<file path="src/rtl/fp16_tpu_pkg.sv">
// Shared types and constants for the FP16 TPU MAC lane: sequencer state
// encoding, common FP16 constants and the default MAC pipeline latency.
package fp16_tpu_pkg;

    typedef enum logic [2:0] {
        S_IDLE,
        S_CLEAR,
        S_RUN,
        S_DRAIN,
        S_DONE
    } mac_seq_state_t;

    localparam logic [15:0] FP16_ZERO = 16'h0000;
    localparam logic [15:0] FP16_ONE  = 16'h3C00;

    localparam int DEFAULT_MAC_LATENCY = 1;

endpackage

</file>
<file path="src/rtl/fp16_mac_dot_sequencer.sv">
// Drives one fp16_approx_mac_unit through a dot-product job: clear, stream
// N operand pairs, wait out the MAC latency, present the FP16 result.
//
// state   | meaning
// --------+-----------------------------------------------------------
// S_IDLE  | waiting for start; lane untouched
// S_CLEAR | one cycle with mac_clr high; empties the accumulator
// S_RUN   | op_ready high; each handshake feeds one pair to the MAC
// S_DRAIN | MAC_LATENCY+1 cycles for the last product to land
// S_DONE  | res_valid high with res_data held until res_ready
module fp16_mac_dot_sequencer
    import fp16_tpu_pkg::*;
#(
    parameter int LEN_W       = 8,
    parameter int MAC_LATENCY = DEFAULT_MAC_LATENCY
) (
    input  logic             clk,
    input  logic             rst,
    input  logic             start,
    input  logic [LEN_W-1:0] len,
    input  logic             abort,
    input  logic             op_valid,
    output logic             op_ready,
    input  logic [15:0]      op_a,
    input  logic [15:0]      op_b,
    output logic             mac_clr,
    output logic             mac_en,
    output logic [15:0]      mac_a,
    output logic [15:0]      mac_b,
    input  logic [15:0]      acc_in,
    output logic             res_valid,
    input  logic             res_ready,
    output logic [15:0]      res_data,
    output logic             busy
);

    localparam int DRAIN_W = $clog2(MAC_LATENCY + 2);

    mac_seq_state_t   state;
    logic [LEN_W-1:0] rem;
    logic [DRAIN_W-1:0] drain_cnt;

    always_ff @(posedge clk) begin
        if (rst) begin
            state     <= S_IDLE;
            rem       <= '0;
            drain_cnt <= '0;
            op_ready  <= 1'b0;
            mac_clr   <= 1'b0;
            mac_en    <= 1'b0;
            mac_a     <= 16'h0000;
            mac_b     <= 16'h0000;
            res_valid <= 1'b0;
            res_data  <= 16'h0000;
            busy      <= 1'b0;
        end else begin
            mac_clr <= 1'b0;
            mac_en  <= 1'b0;
            if (abort && state != S_IDLE) begin
                // Abandon the job and scrub the lane's partial sum
                state     <= S_IDLE;
                mac_clr   <= 1'b1;
                op_ready  <= 1'b0;
                res_valid <= 1'b0;
                busy      <= 1'b0;
            end else begin
                case (state)
                    S_IDLE: begin
                        if (start && !abort) begin
                            rem     <= len;
                            state   <= S_CLEAR;
                            mac_clr <= 1'b1;
                            busy    <= 1'b1;
                        end
                    end
                    S_CLEAR: begin
                        if (rem != '0) begin
                            state    <= S_RUN;
                            op_ready <= 1'b1;
                        end else begin
                            state     <= S_DONE;
                            res_data  <= FP16_ZERO;
                            res_valid <= 1'b1;
                        end
                    end
                    S_RUN: begin
                        if (op_valid && op_ready) begin
                            mac_a  <= op_a;
                            mac_b  <= op_b;
                            mac_en <= 1'b1;
                            if (rem != '0)
                                rem <= rem - LEN_W'(1);
                            if (rem == LEN_W'(1)) begin
                                state     <= S_DRAIN;
                                op_ready  <= 1'b0;
                                drain_cnt <= DRAIN_W'(MAC_LATENCY);
                            end
                        end
                    end
                    S_DRAIN: begin
                        if (drain_cnt == '0) begin
                            res_data  <= acc_in;
                            res_valid <= 1'b1;
                            state     <= S_DONE;
                        end else begin
                            drain_cnt <= drain_cnt - DRAIN_W'(1);
                        end
                    end
                    S_DONE: begin
                        if (res_ready) begin
                            res_valid <= 1'b0;
                            busy      <= 1'b0;
                            state     <= S_IDLE;
                        end
                    end
                    default: begin
                        state     <= S_IDLE;
                        op_ready  <= 1'b0;
                        res_valid <= 1'b0;
                        busy      <= 1'b0;
                    end
                endcase
            end
        end
    end

endmodule

</file>
<file path="config.mk">
export PLATFORM = sky130hd
export DESIGN_NAME = fp16_mac_dot_sequencer
export DESIGN_NICKNAME = d
export VERILOG_FILES = /design/src/rtl/fp16_tpu_pkg.sv /design/src/rtl/fp16_mac_dot_sequencer.sv
export SDC_FILE = /design/constraint.sdc
export NUM_CORES = 1
export LEC_CHECK = 0
export BUFFER_PORTS_ARGS = -buffer_cell sky130_fd_sc_hd__buf_2
export CAP_MARGIN = 20
export CORE_AREA = 3 3 79 81
export DETAILED_ROUTE_END_ITERATION = 16
export DIE_AREA = 0 0 82 84
export GPL_TIMING_DRIVEN = 1
export PLACE_DENSITY_LB_ADDON = 0.3
export SYNTH_ARGS = -nofsm -noshare
export SYNTH_HDL_FRONTEND = slang
export SYNTH_SLANG_ARGS = --single-unit
</file>
<file path="constraint.sdc">
create_clock -name clk -period 4.8 [get_ports clk]
set_clock_uncertainty 0.05 [all_clocks]
set_input_delay 0.72 -clock clk [delete_from_list [all_inputs] [get_ports clk]]
set_output_delay 0.72 -clock clk [all_outputs]
set_load 0.02 [all_outputs]
</file>
After elaboration in Yosys (flattened, before gate mapping)
Cells that the tools add are included.
{"block": "classes", "addsub": 2, "n_eq_ne": 14, "n_mux": 32, "n_bitwise": 5, "reduce_logical": 24}
{"cell": "$mux 16", "n": 2}
{"cell": "$pmux 16 s2", "n": 1}
{"cell": "$mux 8", "n": 3}
{"cell": "$mux 3", "n": 6}
{"cell": "$ne 2x2->1 const B", "n": 9}
{"cell": "$pmux 8 s2", "n": 1}
{"cell": "$pmux 3 s5", "n": 1}
{"cell": "$reduce_and 5->1", "n": 3}
{"cell": "$reduce_and 4->1", "n": 3}
{"cell": "$mux 1", "n": 11}
{"cell": "$reduce_or 3->1", "n": 3}
{"cell": "$eq 8x1->1 const B", "n": 1}
{"cell": "$reduce_bool 8->1", "n": 1}
{"cell": "$sub 8x1->8 const B", "n": 1}
{"cell": "$eq 3x2->1 const B", "n": 2}
{"cell": "$mux 2", "n": 3}
{"cell": "$pmux 1 s3", "n": 2}
{"cell": "$reduce_and 3->1", "n": 2}
{"cell": "$reduce_bool 2->1", "n": 3}
{"cell": "$not 1->1", "n": 5}
{"cell": "$pmux 1 s4", "n": 1}
{"cell": "$pmux 2 s2", "n": 1}
{"cell": "$reduce_or 2->1", "n": 2}
{"cell": "$eq 3x1->1 const B", "n": 1}
{"cell": "other kinds (7)", "n": 9}
{"block": "word_totals", "ff_bits": 66, "input_bits": 62, "output_inout_bits": 53, "wordCells": 88}

Logic depth before layout (Yosys ltp)
Gate-level depths: netlist (run 1).
{"block": "logic_depth", "word_depth": 5, "ltp_mapped": 8, "depth_no_buf": 7}

Worst setup path after synthesis (run 1)
OpenSTA, ideal clock, no wires.
{"block": "synth_timing", "kind": "input to register", "start": "in abort", "end": "reg mac_a[13]", "setup_time_ns": 0.132, "arrival_ns": 1.901, "slack_ns": 2.717, "path_stages": 6, "path_buffers": 3, "cell_sequence": "clkbuf_1 > or4_1 > clkbuf_1 > clkbuf_1 > nand2_1 > a21oi_1"}
{"block": "synth_via", "elab_chain_len": 3}
{"element": "start, declared", "line": "fp16_mac_dot_sequencer.sv:21", "source": "input logic abort,"}
{"element": "$logic_and 1x1->1", "line": "fp16_mac_dot_sequencer.sv:59", "source": "if (abort && state != S_IDLE) begin"}
{"element": "$not 1->1 (no line)"}
{"element": "$reduce_and 3->1 (no line)"}
{"element": "end signal, assigned", "line": "fp16_mac_dot_sequencer.sv:88", "source": "mac_a <= op_a;"}
{"element": "end, declared", "line": "fp16_mac_dot_sequencer.sv:28", "source": "output logic [15:0] mac_a,"}
Every way passes these cells.
A chain may end at the register's enable or synchronous reset.

Worst setup path after layout (run 1)
{"block": "layout_timing", "start": "reg state[1]", "end": "reg mac_b[7]"}
{"block": "layout_via", "elab_chain_len": 4, "word_cells_on_any_way": 5}
{"element": "start, declared", "line": "fp16_mac_dot_sequencer.sv:39", "source": "mac_seq_state_t state;"}
{"element": "start signal, assigned", "line": "fp16_mac_dot_sequencer.sv:45", "source": "state <= S_IDLE;"}
{"element": "start signal, assigned", "line": "fp16_mac_dot_sequencer.sv:61", "source": "state <= S_IDLE;"}
{"element": "start signal, assigned", "line": "fp16_mac_dot_sequencer.sv:71", "source": "state <= S_CLEAR;"}
{"element": "$reduce_bool 3->1", "line": "fp16_mac_dot_sequencer.sv:59"}
{"element": "$logic_and 1x1->1", "line": "fp16_mac_dot_sequencer.sv:59"}
{"element": "$not 1->1 (no line)"}
{"element": "$reduce_and 3->1 (no line) *"}
{"element": "end signal, assigned", "line": "fp16_mac_dot_sequencer.sv:89", "source": "mac_b <= op_b;"}
{"element": "end, declared", "line": "fp16_mac_dot_sequencer.sv:29", "source": "output logic [15:0] mac_b,"}
Mark *: on every way between the ends. The rest lies on a longest branch, timed or not.

==> results of run 1 <==
-- kinds of logic after synthesis --
family,count (synthesis)
AND/OR/NAND/NOR,148
adder cells (fa/ha/maj),4
flip-flops,66
buffers and inverters,36
multiplexers,16
AO/OA/AOI/OAI,82
-- through the flow --
stage | power [uW] | worst slack, ns | hold WS [ns] | util
after floorplan | 845 | 2.72 | 0.388 | -
after global placement | 901 | 2.27 | 0.389 | 0.622
after detailed placement | 912 | 2.25 | 0.393 | 0.624
after CTS | 1330 | 2.35 | 0.404 | 0.657
after global routing | 1400 | 2.21 | 0.417 | 0.660
final | 1320 | 2.39 | 0.402 | 0.660
-- flip-flops by register name, summed over array words and instances, names as in the netlist --
register   flops
res_valid      1
mac_clr        1
state          3
drain_cnt      2
mac_en         1
op_ready       1
res_data      16
rem            8
busy           1
mac_a         16
mac_b         16
-- worst min path at each step --
stage / cells after the start / to / start
finish: 2 / mac_b[2] / mac_b[2]
global route: 2 / mac_a[12] / mac_a[12]
CTS: 2 / mac_a[7] / mac_a[7]
detailed placement: 2 / mac_a[7] / mac_a[7]
global placement: 2 / mac_a[15] / mac_a[15]
floorplan: 1 / drain_cnt[0] / drain_cnt[0]
-- power groups by stage --
stage / registers [uW] / clock network [uW] / logic (uW)
after floorplan: 616 / 0 / 229
after global placement: 627 / 0 / 274
after detailed placement: 628 / 0 / 283
after CTS: 616 / 424 / 287
after global routing: 623 / 451 / 324
final: 617 / 411 / 288
-- worst max-delay path, stage by stage, from the launching register on --
cell and delay, ns:
sky130_fd_sc_hd__dfxtp_1 0.68, sky130_fd_sc_hd__nand2b_1 0.21, sky130_fd_sc_hd__or4_1 1.00, sky130_fd_sc_hd__nand2_1 0.24, sky130_fd_sc_hd__a21oi_1 0.09
-- cell usage after synthesis, types with 2 or more instances --
| library cell | count |
|---|---|
| sky130_fd_sc_hd__a211oi_1 | 6 |
| sky130_fd_sc_hd__a21oi_1 | 50 |
| sky130_fd_sc_hd__a22oi_1 | 2 |
| sky130_fd_sc_hd__buf_2 | 4 |
| sky130_fd_sc_hd__buf_6 | 2 |
| sky130_fd_sc_hd__clkbuf_1 | 19 |
| sky130_fd_sc_hd__dfxtp_1 | 66 |
| sky130_fd_sc_hd__ha_1 | 4 |
| sky130_fd_sc_hd__inv_1 | 11 |
| sky130_fd_sc_hd__mux2i_1 | 16 |
| sky130_fd_sc_hd__nand2_1 | 85 |
| sky130_fd_sc_hd__nand2b_1 | 23 |
| sky130_fd_sc_hd__nand3_1 | 2 |
| sky130_fd_sc_hd__nand3b_1 | 2 |
| sky130_fd_sc_hd__nor2_1 | 11 |
| sky130_fd_sc_hd__nor3_1 | 7 |
| sky130_fd_sc_hd__o21ai_0 | 5 |
| sky130_fd_sc_hd__o21ai_1 | 4 |
| sky130_fd_sc_hd__o31a_1 | 2 |
| sky130_fd_sc_hd__o32ai_1 | 3 |
| sky130_fd_sc_hd__or2_0 | 4 |
| sky130_fd_sc_hd__or3_1 | 2 |
| sky130_fd_sc_hd__or4_1 | 2 |
-- per-layer routing --
layer	vias to the layer above	track usage	routed length, microns	share of wire
met5	-	0	0	0
met4	0	0.0906	75	0.011
met3	7	0.0518	520	0.077
met2	89	0.327	3160	0.47
met1	1216	0.238	3010	0.44
li1	1388	-	-	-
-- area by class of cell --
cell class,count,share of cell area
Sequential cell,66,0.361
Clock buffer,10,0.0376
Clock inverter,6,0.0113
Tap cell,72,0.0246
Multi-Input combinational cell,250,0.386
Inverter,11,0.0113
Timing Repair Buffer,117,0.168
==> run summary, run 1 <==
Post-detailed-route DRC marker count: 0
Placed Cells: 515
CP Launch Point: state[1]
Initial antenna violation count: 0
TritonCTS clock tree: done
Proportion of register bits with asynchronous set or reset after synthesis: 0
Layout Cells excl Fill: 532
Number of ports placed on the die boundary: 115
Most frequent cells in the layout: sky130_fd_sc_hd__buf_2 (114), sky130_fd_sc_hd__nand2_1 (85), sky130_fd_sc_hd__dfxtp_1 (66)
Max-slew violations: 0
Transition time at the pin with the least slew margin: 1.08 ns
Proportion of synthesized area in mux cells: 0.0554
NumNets Final: 521
Startpoint of the most critical register-to-register path: state[1]
Worst reg2reg setup slack: 2.39 ns
Ratio of cells with drive above 1 in the final layout: 0.304
Post-CTS setup buffer count: 0
Share of the yosys chip area belonging to registers: 0.457
Register bit count reported by yosys: 66
Footprint of the flip-flops and latches: 1320 sq um
Core Area: 5540 sq um
Via count of the first global-routing pass: 2471
Number of placement rows: 27
Worst slew margin relative to its limit: 0.281
Sink count of the clock tree: 66
Reg-to-reg endpoint: mac_b[7]
First-pass iteration count of the detailed router: 4
Portion of total power attributed to the clock network: 0.312
Data arrival time at the worst-slack endpoint: 2.56 ns
Global-route wire length before repair: 10900 microns
Net Sw Frac: 0.316
Power per cell area: 360 nW/um^2
Mean routed wirelength per cell: 12.7 microns
Number of buffers between clock root and the deepest sink: 2
Deepest level of the CTS H-tree: 3
Hold buffer count at CTS: 0
Synthesized area divided by synthesized cell count: 8.21 sq um
Synth Cell Area: 2890 sq um
Chip Height: 84 microns
Area used by multi-input combinational logic: 1410 sq um
Average vias per placed instance: 5.08
Via count: 2700
Synthesis-to-finish area growth: 26.6%
Setup crit end: mac_b[7]
Overall overflow remaining after global route: 0
Maximum capacitance violations: 0
Total half-perimeter wirelength after legalization and detailed placement: 4660 microns
Fin crit period: 2.41 ns
Starting density of the core: 0.521
Critical Setup Path Class: flop to flop
Library cell used as clock root buffer: sky130_fd_sc_hd__clkbuf_8
Post-synth top area share: 0.457
Fin. Hold Viols: 0
Die X: 82 microns
RSZ-0062 raised after global routing: no
Switch Pwr: 416 uW
Yosys cell types: 43
Xor-xnor portion of the synthesized cell area: 0
Worst endpoint required time: 4.95 ns
Number of gates resized after cts: 0
Weighted congestion reported at the end of routability-driven placement: 0.848
Pin count of the biggest net entering global routing: 68
Filler instances: 517
Post-route clock period utilization: 0.502
Status: complete, no violations
Combinational family with the most area after synthesis: simple AND/OR/NAND/NOR gates
Clock-pin slew on the worst setup and hold paths: 0.07 ns
Power share of the combinational group: 0.219
Number of instances in the synthesized netlist: 352
Cells taking the most area after synthesis: sky130_fd_sc_hd__dfxtp_1 (46%), sky130_fd_sc_hd__nand2_1 (11%), sky130_fd_sc_hd__a21oi_1 (8.7%), sky130_fd_sc_hd__mux2i_1 (5.5%), sky130_fd_sc_hd__nand2b_1 (5.0%)
Most frequent standard cell in the layout excluding fill and tap cells: sky130_fd_sc_hd__buf_2
Cell area reported after detailed placement: 3460 sq um
Sum of routed wire length over all layers: 6760 microns
EDFF count, synth: 0
Share of the synthesized area in compound gates (AO/OA/AOI/OAI): 0.169
Number of antenna repair diodes: 0
Yosys warnings: 0
CP max FO: 33
Total die area: 6890 sq um
Critical path capture point type: flop
Lkg Pwr: 0.00165 uW
Internal power consumption: 900 uW
Element type at the critical path start: flop
Net count after synthesis: 418
Design area: 3660 sq um
Total routing resource utilization after global routing: 0.199
TritonCTS Buffers: 9
Post-DRT Antenna Nets: 0
Simple-gate area share of the yosys netlist: 0.247
Number of port buffers: 114
Adder-cell share of the synthesized area: 0.0173
Clock latency on the worst-skew pair: 0.33 ns
Proportion of power drawn by flip-flops and latches: 0.469
Worst-case reg-to-reg path depth: 4
Final setup TNS: 0 ns
Library cell with the largest summed area after synthesis: sky130_fd_sc_hd__dfxtp_1
Top achievable clock speed: 415 MHz
Setup violations, final: 0
Starting DRC count in detailed routing: 119
Most common flop cell mapped by yosys: sky130_fd_sc_hd__dfxtp_1
Max IR drop VDD: 0.205 mV
HP Class: flop to flop
(Power assumes the default switching activity.)
==> run 2, diff against run 1 <==
- CORE_AREA: 3 3 79 81 -> 3 3 86 88
- DIE_AREA: 0 0 82 84 -> 0 0 89 91
- clock period: 4.8 -> 2.2 ns (I/O delays scaled with it)
==> run summary, run 2 (synthesis gave the netlist of run 1 again) <==
Number of antenna repair diodes: 0 (unchanged)
Met1 wire length: 3140 microns (was 3010 microns)
Total half-perimeter wirelength after legalization and detailed placement: 4810 microns (was 4660 microns)
Post-CTS setup buffer count: 0 (unchanged)
Number of gates resized after cts: 0 (unchanged)
Critical Setup Path Class: flop to flop (unchanged)
Fin crit period: 1.92 ns (was 2.41 ns)
Synthesis-to-finish area growth: 28.6% (was 26.6%)
Startpoint of the most critical register-to-register path: state[1] (unchanged)
Via count of the first global-routing pass: 2467 (was 2471)
Number of port buffers: 114 (unchanged)
Overall overflow remaining after global route: 0 (unchanged)
Deepest level of the CTS H-tree: 3 (unchanged)
Layout Cells excl Fill: 543 (was 532)
Total routing resource utilization after global routing: 0.169 (was 0.199)
CP max FO: 16 (was 33)
Critical path capture point type: flop (unchanged)
Number of ports placed on the die boundary: 115 (unchanged)
Maximum capacitance violations: 0 (unchanged)
Core Area: 6720 sq um (was 5540 sq um)
First-pass iteration count of the detailed router: 4 (unchanged)
Total die area: 8100 sq um (was 6890 sq um)
Lkg Pwr: 0.00168 uW (was 0.00165 uW)
Pin count of the biggest net entering global routing: 51 (was 68)
Reg-to-reg endpoint: rem[5] (was mac_b[7])
Mean routed wirelength per cell: 12.6 microns (was 12.7 microns)
End point of the most critical hold path: mac_b[8] (was mac_b[2])
Clock latency on the worst-skew pair: 0.34 ns (was 0.33 ns)
Top achievable clock speed: 521 MHz (was 415 MHz)
Placement-stage worst setup slack: 0.184 ns (was 2.25 ns)
Largest registers: mac_a: 16 flops, mac_b: 16 flops, res_data: 16 flops (unchanged)
Max-slew violations: 0 (unchanged)
Weighted congestion reported at the end of routability-driven placement: 0.846 (was 0.848)
Starting density of the core: 0.430 (was 0.521)
Ratio of cells with drive above 1 in the final layout: 0.311 (was 0.304)
Worst endpoint required time: 2.42 ns (was 4.95 ns)
Smallest setup slack after layout: 0.279 ns (was 2.39 ns)
Length of routed met3 wiring: 487 microns (was 520 microns)
Data arrival time at the worst-slack endpoint: 2.14 ns (was 2.56 ns)
Final core utilization: 0.553 (was 0.660)
NumNets Final: 524 (was 521)
Slowest cell delay on critical path: 0.63 ns (was 1.00 ns)
Starting DRC count in detailed routing: 151 (was 119)
Placed Cells: 527 (was 515)
Worst reg2reg setup slack: 0.28 ns (was 2.39 ns)
Number of placement rows: 30 (was 27)
Post-DRT Antenna Nets: 0 (unchanged)
Power per cell area: 841 nW/um^2 (was 360 nW/um^2)
Number of buffers between clock root and the deepest sink: 2 (unchanged)
Chip Height: 91 microns (was 84 microns)
Global-route wire length before repair: 11000 microns (was 10900 microns)
Via count: 2702 (was 2700)
Transition time at the pin with the least slew margin: 0.604 ns (was 1.08 ns)
Die X: 89 microns (was 82 microns)
Element type at the critical path start: flop (unchanged)
Cell area reported after detailed placement: 3490 sq um (was 3460 sq um)
Hold depth: 3 (was 2)
RSZ-0062 raised after global routing: no (unchanged)
Post-detailed-route DRC marker count: 0 (unchanged)
Hold buffer count at CTS: 0 (unchanged)
Library cell used as clock root buffer: sky130_fd_sc_hd__clkbuf_8 (unchanged)
Final setup TNS: 0 ns (unchanged)
Most frequent standard cell in the layout excluding fill and tap cells: sky130_fd_sc_hd__buf_2 (unchanged)
Status: complete, no violations (unchanged)
Clock-pin slew on the worst setup and hold paths: 0.08 ns (was 0.07 ns)
Post-route clock period utilization: 0.873 (was 0.502)
Sink count of the clock tree: 66 (unchanged)
TritonCTS clock tree: done (unchanged)
Critical-path cell with the highest stage delay: sky130_fd_sc_hd__or3b_1 (was sky130_fd_sc_hd__or4_1)
Initial antenna violation count: 0 (unchanged)
Wire length on met2: 3140 microns (was 3160 microns)
Worst slew margin relative to its limit: 0.597 (was 0.281)
HP Class: primary input to flop (was flop to flop)
Max IR drop VDD: 0.320 mV (was 0.205 mV)
TritonCTS Buffers: 9 (unchanged)
Uppermost routed layer: met4 (unchanged)
Sum of routed wire length over all layers: 6840 microns (was 6760 microns)
Cells traversed along the worst timing path: or3b_1, nor2_1, a22oi_1, or2_0, a21oi_1 (was nand2b_1, or4_1, nand2_1, a21oi_1)
Design area: 3720 sq um (was 3660 sq um)
Setup violations, final: 0 (unchanged)
Worst-case reg-to-reg path depth: 5 (was 4)
Average vias per placed instance: 4.98 (was 5.08)
Fin. Hold Viols: 0 (unchanged)
Worst Min Path Start: op_b[8] (was mac_b[2])
Most frequent cells in the layout: sky130_fd_sc_hd__buf_2 (114), sky130_fd_sc_hd__nand2_1 (85), sky130_fd_sc_hd__dfxtp_1 (66) (unchanged)
[run 2: cell count changes in the layout (fill, tap and decap cells not counted), moves of 2 or more]
cell                         previous run  this run
sky130_fd_sc_hd__buf_4                  1         6
sky130_fd_sc_hd__bufinv_16              0         2
sky130_fd_sc_hd__clkinvlp_4             3         1
sky130_fd_sc_hd__inv_6                  1         3
[run 2: worst max path at each step]
stage / startpoint / end / slack, ns
after floorplan: state[0] / mac_a[13] / 0.45
after global placement: state[1] / res_data[8] / 0.27
after detailed placement: state[1] / res_data[4] / 0.18
after CTS: state[1] / res_data[4] / 0.18
after global routing: state[1] / rem[5] / 0.13
final: state[1] / rem[5] / 0.28
[run 2: layer usage]
metal / GRT usage / up-vias
met3: 0.0554 / 8
met5: 0 / -
met1: 0.209 / 1212
li1: - / 1397
met2: 0.270 / 85
met4: 0.0633 / 0
[run 2: stage by stage]
stage | hold slack [ns] | power [uW]
after floorplan | 0.388 | 1840
after global placement | 0.389 | 1990
after detailed placement | 0.394 | 2000
after CTS | 0.153 | 3150
after global routing | 0.153 | 3290
final | 0.165 | 3120
[run 2: where the power goes]
group | switching [uW] | total [uW] | leakage, uW | internal (uW)
Clock | 498 | 1150 | 0.000111 | 648
Combinational | 380 | 658 | 0.00104 | 277
Sequential | 69.9 | 1320 | 0.000533 | 1250
Total | 948 | 3120 | 0.00168 | 2180
[run 2: worst max-delay path: cells and delay by family (launching register included)]
| kind | cells | cell delay (ns) |
|---|---|---|
| compound gates | 2 | 0.19 |
| flops | 1 | 0.49 |
| simple gates | 3 | 1.11 |
[run 2: layout make-up]
cell class	count	area (sq um)
flip-flops and latches	66	1320
clock inverters	7	98.8
well taps	80	100
inverters	11	41.3
fillers	625	3000
repair buffers	120	616
clock buffers	9	124
multi-input cells	250	1420
